**config.mk**
```make
export PLATFORM = sky130hd
export DESIGN_NAME = qec_round_scheduler_flat
export DESIGN_NICKNAME = d
export VERILOG_FILES = /design/src/rtl/qec_round_scheduler_if.sv /design/src/rtl/qec_round_scheduler.sv /design/src/flat_wrapper.sv
export SDC_FILE = /design/constraint.sdc
export NUM_CORES = 1
export LEC_CHECK = 0
export CAP_MARGIN = 10
export CORE_ASPECT_RATIO = 1.75
export CORE_MARGIN = 2
export CORE_UTILIZATION = 49
export CTS_CLUSTER_DIAMETER = 200
export DETAILED_ROUTE_END_ITERATION = 8
export PLACE_DENSITY = 0.95
export SYNTH_ARGS = -nofsm -noshare
export SYNTH_HDL_FRONTEND = slang
export SYNTH_SLANG_ARGS = --single-unit
```
**constraint.sdc**
```tcl
create_clock -name CLK -period 3.76 [get_ports CLK]
set_input_delay 0.752 -clock CLK [delete_from_list [all_inputs] [get_ports CLK]]
set_output_delay 0.752 -clock CLK [all_outputs]
set_load 0.005 [all_outputs]
```
**src/rtl/qec_round_scheduler_if.sv**
```systemverilog
// Purpose : bundles the measurement, LUT and frame-output handshakes of the QEC round scheduler.
// Ports   : master = scheduler side (drives meas_req/lut_*/out_valid/corr_*), slave = surrounding logic.
// Params  : NQ = correction width, NA = ancilla syndrome width (must match the scheduler's).
interface qec_round_scheduler_if #(
  parameter int NQ = 5,
  parameter int NA = 4
);
  // measurement front-end
  logic          meas_req;
  logic [1:0]    meas_axis;
  logic          meas_valid;
  logic [NA-1:0] meas_ancilla;
  // code lookup table
  logic          lut_issue;
  logic [NA-1:0] lut_ancilla;
  logic [1:0]    lut_axis;
  logic [NQ-1:0] lut_correction;
  // correction frame towards the correction-application logic
  logic          out_valid;
  logic          out_ready;
  logic [NQ-1:0] corr_x;
  logic [NQ-1:0] corr_y;
  logic [NQ-1:0] corr_z;

  modport master (
    output meas_req, meas_axis, input meas_valid, meas_ancilla,
    output lut_issue, lut_ancilla, lut_axis, input lut_correction,
    output out_valid, corr_x, corr_y, corr_z, input out_ready
  );

  modport slave (
    input meas_req, meas_axis, output meas_valid, meas_ancilla,
    input lut_issue, lut_ancilla, lut_axis, output lut_correction,
    input out_valid, corr_x, corr_y, corr_z, output out_ready
  );
endinterface

```
**src/rtl/qec_round_scheduler.sv**
```systemverilog
// Purpose : sequences QEC syndrome-extraction rounds (X, Y, Z) around the code LUT and
//           assembles the returned corrections into a per-axis frame.
// Latency : min round = 3 x (MEAS + ISSUE) + DRAIN (LUT_LATENCY + 1) + EMIT; no frame on reset.
// Backpressure: frame and corr_* held while out_valid && !out_ready; no new measurement until accepted.
// Ports   : CLK, RST (sync, active-high), start/stop control, bus (qec_round_scheduler_if.master),
//           busy, done. Optional build macro QEC_SYNDROME_COUNT_EN adds err_count and last_nonzero.
module qec_round_scheduler #(
  parameter int NQ          = 5,
  parameter int NA          = 4,
  parameter int LUT_LATENCY = 2,
  parameter int NUM_ROUNDS  = 0
) (
  input  logic                  CLK,
  input  logic                  RST,
  input  logic                  start,
  input  logic                  stop,
  qec_round_scheduler_if.master bus,
  output logic                  busy,
  output logic                  done
`ifdef QEC_SYNDROME_COUNT_EN
  ,
  output logic [15:0]           err_count,
  output logic                  last_nonzero
`endif
);

  typedef enum logic [2:0] {S_IDLE, S_MEAS, S_ISSUE, S_DRAIN, S_EMIT} state_t;

  state_t        state_q, state_d;
  logic [1:0]    axis_q, axis_d;
  logic [NA-1:0] syn_q;
  logic [15:0]   round_q;
  logic [15:0]   round_inc;
  logic          stop_q;
  logic          done_q;
  logic [NQ-1:0] corr_x_q, corr_y_q, corr_z_q;

  // {valid, axis} tags travelling alongside the LUT pipeline
  logic [LUT_LATENCY-1:0] tag_vld;
  logic [1:0]             tag_axis [LUT_LATENCY];
  logic                   tag_pending;

  logic start_run;   // IDLE -> MEAS this cycle
  logic capture;     // syndrome captured this cycle
  logic accept;      // frame handshake this cycle
  logic finish;      // handshake ends the run
  logic last_round;
  logic hit_limit;

  assign tag_pending = |tag_vld;
  assign round_inc   = round_q + 16'd1;
  assign hit_limit   = (NUM_ROUNDS != 0) && (round_inc == 16'(NUM_ROUNDS));
  // stop raised in the handshake cycle itself still ends the run
  assign last_round  = stop_q | stop | hit_limit;

  always_ff @(posedge CLK) begin
    if (RST) begin
      state_q <= S_IDLE;
      axis_q  <= 2'd0;
    end else begin
      state_q <= state_d;
      axis_q  <= axis_d;
    end
  end

  always_comb begin
    state_d   = state_q;
    axis_d    = axis_q;
    start_run = 1'b0;
    capture   = 1'b0;
    accept    = 1'b0;
    finish    = 1'b0;
    case (state_q)
      S_IDLE: begin
        if (start) begin
          state_d   = S_MEAS;
          axis_d    = 2'd0;
          start_run = 1'b1;
        end
      end
      S_MEAS: begin
        if (bus.meas_valid) begin
          state_d = S_ISSUE;
          capture = 1'b1;
        end
      end
      S_ISSUE: begin
        if (axis_q == 2'd2) begin
          state_d = S_DRAIN;
        end else begin
          axis_d  = axis_q + 2'd1;
          state_d = S_MEAS;
        end
      end
      S_DRAIN: begin
        if (!tag_pending) state_d = S_EMIT;
      end
      S_EMIT: begin
        if (bus.out_ready) begin
          accept = 1'b1;
          if (last_round) begin
            state_d = S_IDLE;
            finish  = 1'b1;
          end else begin
            state_d = S_MEAS;
            axis_d  = 2'd0;
          end
        end
      end
      default: state_d = S_IDLE;
    endcase
  end

  // Datapath: syndrome capture, tag pipeline, correction frame, round/stop bookkeeping.
  always_ff @(posedge CLK) begin
    if (RST) begin
      syn_q    <= '0;
      round_q  <= 16'd0;
      stop_q   <= 1'b0;
      done_q   <= 1'b0;
      corr_x_q <= '0;
      corr_y_q <= '0;
      corr_z_q <= '0;
      for (int i = 0; i < LUT_LATENCY; i++) begin
        tag_vld[i]  <= 1'b0;
        tag_axis[i] <= 2'd0;
      end
    end else begin
      // the tag pipeline advances in every state so overlapping lookups stay aligned
      tag_vld[0]  <= (state_q == S_ISSUE);
      tag_axis[0] <= axis_q;
      for (int i = 1; i < LUT_LATENCY; i++) begin
        tag_vld[i]  <= tag_vld[i-1];
        tag_axis[i] <= tag_axis[i-1];
      end

      if (capture) syn_q <= bus.meas_ancilla;

      if (start_run)   round_q <= 16'd0;
      else if (accept) round_q <= round_inc;

      if (start_run)             stop_q <= 1'b0;
      else if (busy && stop)     stop_q <= 1'b1;

      done_q <= finish;

      if (start_run || (accept && !finish)) begin
        corr_x_q <= '0;
        corr_y_q <= '0;
        corr_z_q <= '0;
      end else if (tag_vld[LUT_LATENCY-1]) begin
        case (tag_axis[LUT_LATENCY-1])
          2'd0:    corr_x_q <= bus.lut_correction;
          2'd1:    corr_y_q <= bus.lut_correction;
          default: corr_z_q <= bus.lut_correction;
        endcase
      end
    end
  end

  assign busy           = (state_q != S_IDLE);
  assign done           = done_q;
  assign bus.meas_req   = (state_q == S_MEAS);
  assign bus.meas_axis  = (state_q == S_MEAS) ? axis_q : 2'd0;
  assign bus.lut_issue  = (state_q == S_ISSUE);
  assign bus.lut_ancilla = (state_q == S_ISSUE) ? syn_q : '0;
  assign bus.lut_axis   = (state_q == S_ISSUE) ? axis_q : 2'd0;
  assign bus.out_valid  = (state_q == S_EMIT);
  assign bus.corr_x     = corr_x_q;
  assign bus.corr_y     = corr_y_q;
  assign bus.corr_z     = corr_z_q;

`ifdef QEC_SYNDROME_COUNT_EN
  // Nonzero-syndrome statistics for the run and a summary of the last accepted frame.
  always_ff @(posedge CLK) begin
    if (RST) begin
      err_count    <= 16'd0;
      last_nonzero <= 1'b0;
    end else begin
      if (start_run)
        err_count <= 16'd0;
      else if ((state_q == S_ISSUE) && (syn_q != '0) && (err_count != 16'hFFFF))
        err_count <= err_count + 16'd1;
      if (accept)
        last_nonzero <= |{corr_x_q, corr_y_q, corr_z_q};
    end
  end
`endif

endmodule

```
**src/flat_wrapper.sv**
```systemverilog
// flat-port wrapper written by rule: the top's interface ports become plain ports
module qec_round_scheduler_flat 
#(
  parameter int NQ          = 5,
  parameter int NA          = 4,
  parameter int LUT_LATENCY = 2,
  parameter int NUM_ROUNDS  = 0
)
  (CLK, RST, start, stop, busy, done, bus_meas_req, bus_meas_axis, bus_meas_valid, bus_meas_ancilla, bus_lut_issue, bus_lut_ancilla, bus_lut_axis, bus_lut_correction, bus_out_valid, bus_corr_x, bus_corr_y, bus_corr_z, bus_out_ready);
  qec_round_scheduler_if #(.NQ(NQ), .NA(NA)) bus_i ();
  input  logic CLK;
  input  logic RST;
  input  logic start;
  input  logic stop;
  output logic busy;
  output logic done;
  output wire logic [$bits(bus_i.meas_req)-1:0] bus_meas_req;
  output wire logic [$bits(bus_i.meas_axis)-1:0] bus_meas_axis;
  input wire logic [$bits(bus_i.meas_valid)-1:0] bus_meas_valid;
  input wire logic [$bits(bus_i.meas_ancilla)-1:0] bus_meas_ancilla;
  output wire logic [$bits(bus_i.lut_issue)-1:0] bus_lut_issue;
  output wire logic [$bits(bus_i.lut_ancilla)-1:0] bus_lut_ancilla;
  output wire logic [$bits(bus_i.lut_axis)-1:0] bus_lut_axis;
  input wire logic [$bits(bus_i.lut_correction)-1:0] bus_lut_correction;
  output wire logic [$bits(bus_i.out_valid)-1:0] bus_out_valid;
  output wire logic [$bits(bus_i.corr_x)-1:0] bus_corr_x;
  output wire logic [$bits(bus_i.corr_y)-1:0] bus_corr_y;
  output wire logic [$bits(bus_i.corr_z)-1:0] bus_corr_z;
  input wire logic [$bits(bus_i.out_ready)-1:0] bus_out_ready;
  assign bus_meas_req = bus_i.meas_req;
  assign bus_meas_axis = bus_i.meas_axis;
  assign bus_i.meas_valid = bus_meas_valid;
  assign bus_i.meas_ancilla = bus_meas_ancilla;
  assign bus_lut_issue = bus_i.lut_issue;
  assign bus_lut_ancilla = bus_i.lut_ancilla;
  assign bus_lut_axis = bus_i.lut_axis;
  assign bus_i.lut_correction = bus_lut_correction;
  assign bus_out_valid = bus_i.out_valid;
  assign bus_corr_x = bus_i.corr_x;
  assign bus_corr_y = bus_i.corr_y;
  assign bus_corr_z = bus_i.corr_z;
  assign bus_i.out_ready = bus_out_ready;
  qec_round_scheduler #(.NQ(NQ), .NA(NA), .LUT_LATENCY(LUT_LATENCY), .NUM_ROUNDS(NUM_ROUNDS)) u_core (.CLK(CLK), .RST(RST), .start(start), .stop(stop), .bus(bus_i), .busy(busy), .done(done));
endmodule
```
Word-level counts from Yosys, hierarchy flattened. Memories as Yosys holds them, arrays and structs flattened. Cells that the tools add are included.

Logic and storage cells: 73. Bits in registers: 28. Memory bits (writable): 4. Output and inout port bits: 28. Memories kept: 1.

Memory list: u_core.tag_axis (depth 2, bits a word 2, rd ports 2, clocked after Yosys merged registers in 0, write ports 2, RTL line qec_round_scheduler.sv:40) `logic [1:0] tag_axis [LUT_LATENCY];`.

Add/subtract/negate cells: 1. Eq/ne operators: 12. Mux-type cells: 29. Reduce and logical (&&, ||, !) cells: 17. Bitwise logic cells: 4.

Operators by type and width (count): 2-bit 2-to-1 mux (9); 3-bit one-hot mux with 5 select lines (1); 1-bit 2-to-1 mux (13); 3-bit 2-to-1 mux (4); 2-bit inequality test, second input constant (4); 2-bit OR reduction (4); 3-bit by 2-bit equality test with 1-bit output, second input constant (2); 2-bit one-hot mux with 3 select lines (1); 2-bit AND reduction (3); 3-bit nonzero test (2); 5-bit AND reduction (1); 4-bit 2-to-1 mux (1); 2-bit by 1-bit inequality test with 1-bit output, second input constant (2); 4-bit AND reduction (1); 3-bit by 1-bit equality test with 1-bit output, second input constant (1); 3-bit equality test, second input constant (1); 3-bit logical NOT (1); 1-bit OR (3); 2-bit by 1-bit adder with 2-bit output, second input constant (1); 2-bit by 1-bit equality test with 1-bit output, second input constant (1); 2-bit equality test, second input constant (1); 1-bit logical AND (2); 2-bit logical NOT (1); 1-bit logical NOT (1); 2 further kinds (2).

Longest topological paths before layout.
Depth in word-level cells: 8. Depth in mapped cells: 5. Mapped depth without buffers: 5.

Worst setup path after synthesis. OpenSTA, ideal clock, no wires.

Path kind: flip-flop to output port. Start point: register u_core.state_q[2]. End point: output port bus_lut_ancilla[0]. Slack: 2020 ps. Stages on the path, launching flop included: 4. Arrival: 988 ps. Buffers on the path: 1. Path through: dfxtp_1 buf_4 nor3b_2 and2_1.

Cells in the longest elaborated chain, start to end: 2.

RTL lines: from (decl) (RTL line qec_round_scheduler.sv:29) `state_t state_q, state_d;`; from (signal assigned) (RTL line qec_round_scheduler.sv:61) `state_q <= state_d;`; 3-bit by 2-bit equality test with 1-bit output; via bus_lut_issue (RTL line flat_wrapper.sv:21) `output wire logic [$bits(bus_i.lut_issue)-1:0] bus_lut_issue;`; 4-bit 2-to-1 mux (RTL line qec_round_scheduler.sv:166) `assign bus.lut_ancilla = (state_q == S_ISSUE) ? syn_q : '0;`; to (decl) (RTL line flat_wrapper.sv:22) `output wire logic [$bits(bus_i.lut_ancilla)-1:0] bus_lut_ancilla;`.

The timed path passes the listed nets, and every way through them passes these cells.

Final worst setup path.
Start point: register u_core.state_q[1]. End point: output port bus_lut_ancilla[1].

Cells in the longest elaborated chain, start to end: 2.

RTL lines (RTL line): 3-bit by 2-bit equality test with 1-bit output (qec_round_scheduler.sv:166); 4-bit 2-to-1 mux (qec_round_scheduler.sv:166).

No other way between the ends.

==> flow_summary.ini <==
[placed_design]
port_buffers = 42
dp_hpwl_um = 2390
gp_congestion = 0.787
place_ws_ns = 1.17

[global_routing]
grt_max_degree = 20
grt_overflow_total = 0
grtUsageTotal_pct = 21.7
antenna_found_initial = 0
grt_pass1_wl_um = 5210
grt_pass1_vias = 1200

[detailed_routing]
wl_um = 3310
antenna_left = 0
dr_total_vias = 1187
drt-vias-per-instance = 5.68
drtPass1Iterations = 4
drtIter0Drc = 25
drc = 0
wire_per_inst_um = 15.8

[cts]
post_cts_buffers = 0
clk_pin_slew_ns = 0.06
cts.sinks = 32
cts_max_level = 2
insertion_delay_ns = 0.28
clockBufferDepth = 2
cts_resized = 0
cts_tree = yes
cts_hold_buf = 0
root_buffer = clkbuf_8
cts_buffers = 5

[synthesis]
synthDistinctLibCells = 34
synth.cell_area_um2 = 1420
synth.area.top_cells = dfxtp_1 (45%), mux2i_1 (12%), nor2_2 (4.4%)
syn_area_per_cell_um2 = 10.1
yosysTopAreaCellShare_pct = 45.1
synth_area_leader_cell = dfxtp_1
yosysSeqAreaShare_pct = 45.1
ys_ff_latch = 32
yosysWarnings = 0
synth_cells = 141
synth_fp_nets = 157

[timing]
timing_hold_violations_final = 0
min_period_over_period_pct = 77.6
rsz0062_at_grt = false
holdWs_ns = 0.442
fmax_ghz = 0.343
setup_ws_ns = 0.842
min_period_ns = 2.92
setup_tns_ns = 0
maxSlewHeadroom_pct = 54.1
setup_viol = 0
finClkSkew_ns = 0.00409
worstMarginPinSlew_ns = 0.688
report.final.slew_viol_count = 0

[worst_setup_path]
worstSetupEndpointType = primary output
r2r-end = u_core.bus.corr_z[1]
crit_family = simple AND/OR/NAND/NOR gates
critPathLaunchType = flop
cp.required_ns = 3.01
path_buf_inv = 1
reg2reg_depth = 3
worstPathArrival_ns = 2.17
cpMaxStageDelayCell = dfxtp_1
reg2reg_slack_ns = 1.95
critical_path_class = reg -> out
worstReg2RegStart = u_core.state_q[2]
crit_fanout = 15
path_cells = nor3b_2, and2_1, clkdlybuf4s50_1
cpPeakStageDelay_ns = 0.63

[die]
rows = 25
pin_count = 43
die_w_um = 44.7
die_h_um = 75.2
initial_utilization_pct = 52.2
fp.dieArea_um2 = 3360
coreArea_um2 = 2720

[final_layout]
nets = 198
layout_common_cells = clkdlybuf4s50_1 (42), dfxtp_1 (32), mux2i_1 (17)
diodes = 0
layout-drive-gt1-share_pct = 13.2
multi_input_area_um2 = 711
fillers = 211
area_growth_pct = 33.9
final_common_cell = clkdlybuf4s50_1
seqCellArea_um2 = 641

[worst_hold_path]
hold_end = u_core.tag_axis[0][3]
holdCritStartpoint = u_core.tag_axis[0][1]
whs_path_depth = 1
holdCritPathClass = reg -> reg

[power]
p_leak_uw = 0.000699
peakVddDrop_uv = 299
p_total_uw = 701
p_per_area_nw_per_um2 = 369

[outcome]
status = complete, no violations

[flow_run]
cap_violations = 0
-- layer usage --
layer / global-route usage, % / routed length, um / up-vias
li1: - / - / 567
met5: 0 / 0 / -
met3: 5.76 / 202 / 12
met4: 14.1 / 105 / 0
met2: 39.0 / 1810 / 45
met1: 21.0 / 1200 / 563
-- layout make-up --
| class | instances | share of cell area [%] |
|---|---|---|
| sequential | 32 | 33.7 |
| tap | 27 | 1.78 |
| clock inverter | 1 | 0.263 |
| timing repair buffer | 43 | 22.5 |
| inverter | 3 | 0.592 |
| multi-input combinational | 97 | 37.4 |
| clock buffer | 6 | 3.82 |
-- synthesized netlist by cell type, drive strengths merged --
cell	number
nor2b	6
o31ai	1
a32oi	2
nor2	18
nor4bb	2
ha	1
nor3	2
nand2b	5
clkbuf	3
nor4	1
nand2	6
or2	1
or3b	1
a21oi	6
mux2i	17
buf	6
dfxtp	32
a211o	1
nand3	5
mux2	2
nor3b	5
a211oi	3
inv	3
a2bb2oi	1
a221o	1
and2	8
nand3b	2
-- flip-flops by register name, summed over array words and instances, names as in the netlist --
name	cells
u_core.axis_q	2
u_core.bus.corr_x	5
u_core.done	1
u_core.stop_q	1
u_core.tag_vld	2
u_core.tag_axis	4
u_core.bus.corr_y	5
u_core.bus.corr_z	5
u_core.state_q	3
u_core.syn_q	4
-- logic make-up after synthesis --
group | after synthesis | share of synthesized area (%)
buffers and inverters | 12 | 4.84
adders and majority gates | 1 | 0.881
and+or+nand+nor | 62 | 27.2
DFF | 32 | 45.1
muxes | 19 | 13.6
AOI/OAI and AO/OA | 15 | 8.37
-- how the worst max path moves through the flow --
| stage | startpoint | to | cells after the start |
|---|---|---|---|
| CTS | u_core.state_q[1] | bus_lut_ancilla[1] | 3 |
| detailed placement | u_core.state_q[1] | bus_lut_ancilla[1] | 3 |
| global placement | u_core.state_q[1] | bus_lut_ancilla[1] | 3 |
| global route | u_core.state_q[1] | bus_lut_ancilla[3] | 3 |
| floorplan | u_core.state_q[2] | bus_lut_ancilla[0] | 3 |
| finish | u_core.state_q[1] | bus_lut_ancilla[1] | 3 |
-- worst register-to-register path: cells and delay by family, from the launching register on --
family             cells  cell delay, ns
AOI/OAI and AO/OA      2            0.75
DFF                    1            0.58
and+or+nand+nor        1            0.32
-- power breakdown --
group          switching [uW]  internal, uW
clock network             119           126
logic                    45.6          50.7
registers                13.0           347
total                     178           523
-- stage by stage --
stage	instances	utilization [%]	area, um^2
finish	209	69.9	1900
global route	209	69.9	1900
CTS	209	69.9	1900
detailed placement	202	67.0	1820
global placement	202	67.0	1820
floorplan	141	-	1420
No activity file was read; power rests on OpenSTA's default activity.
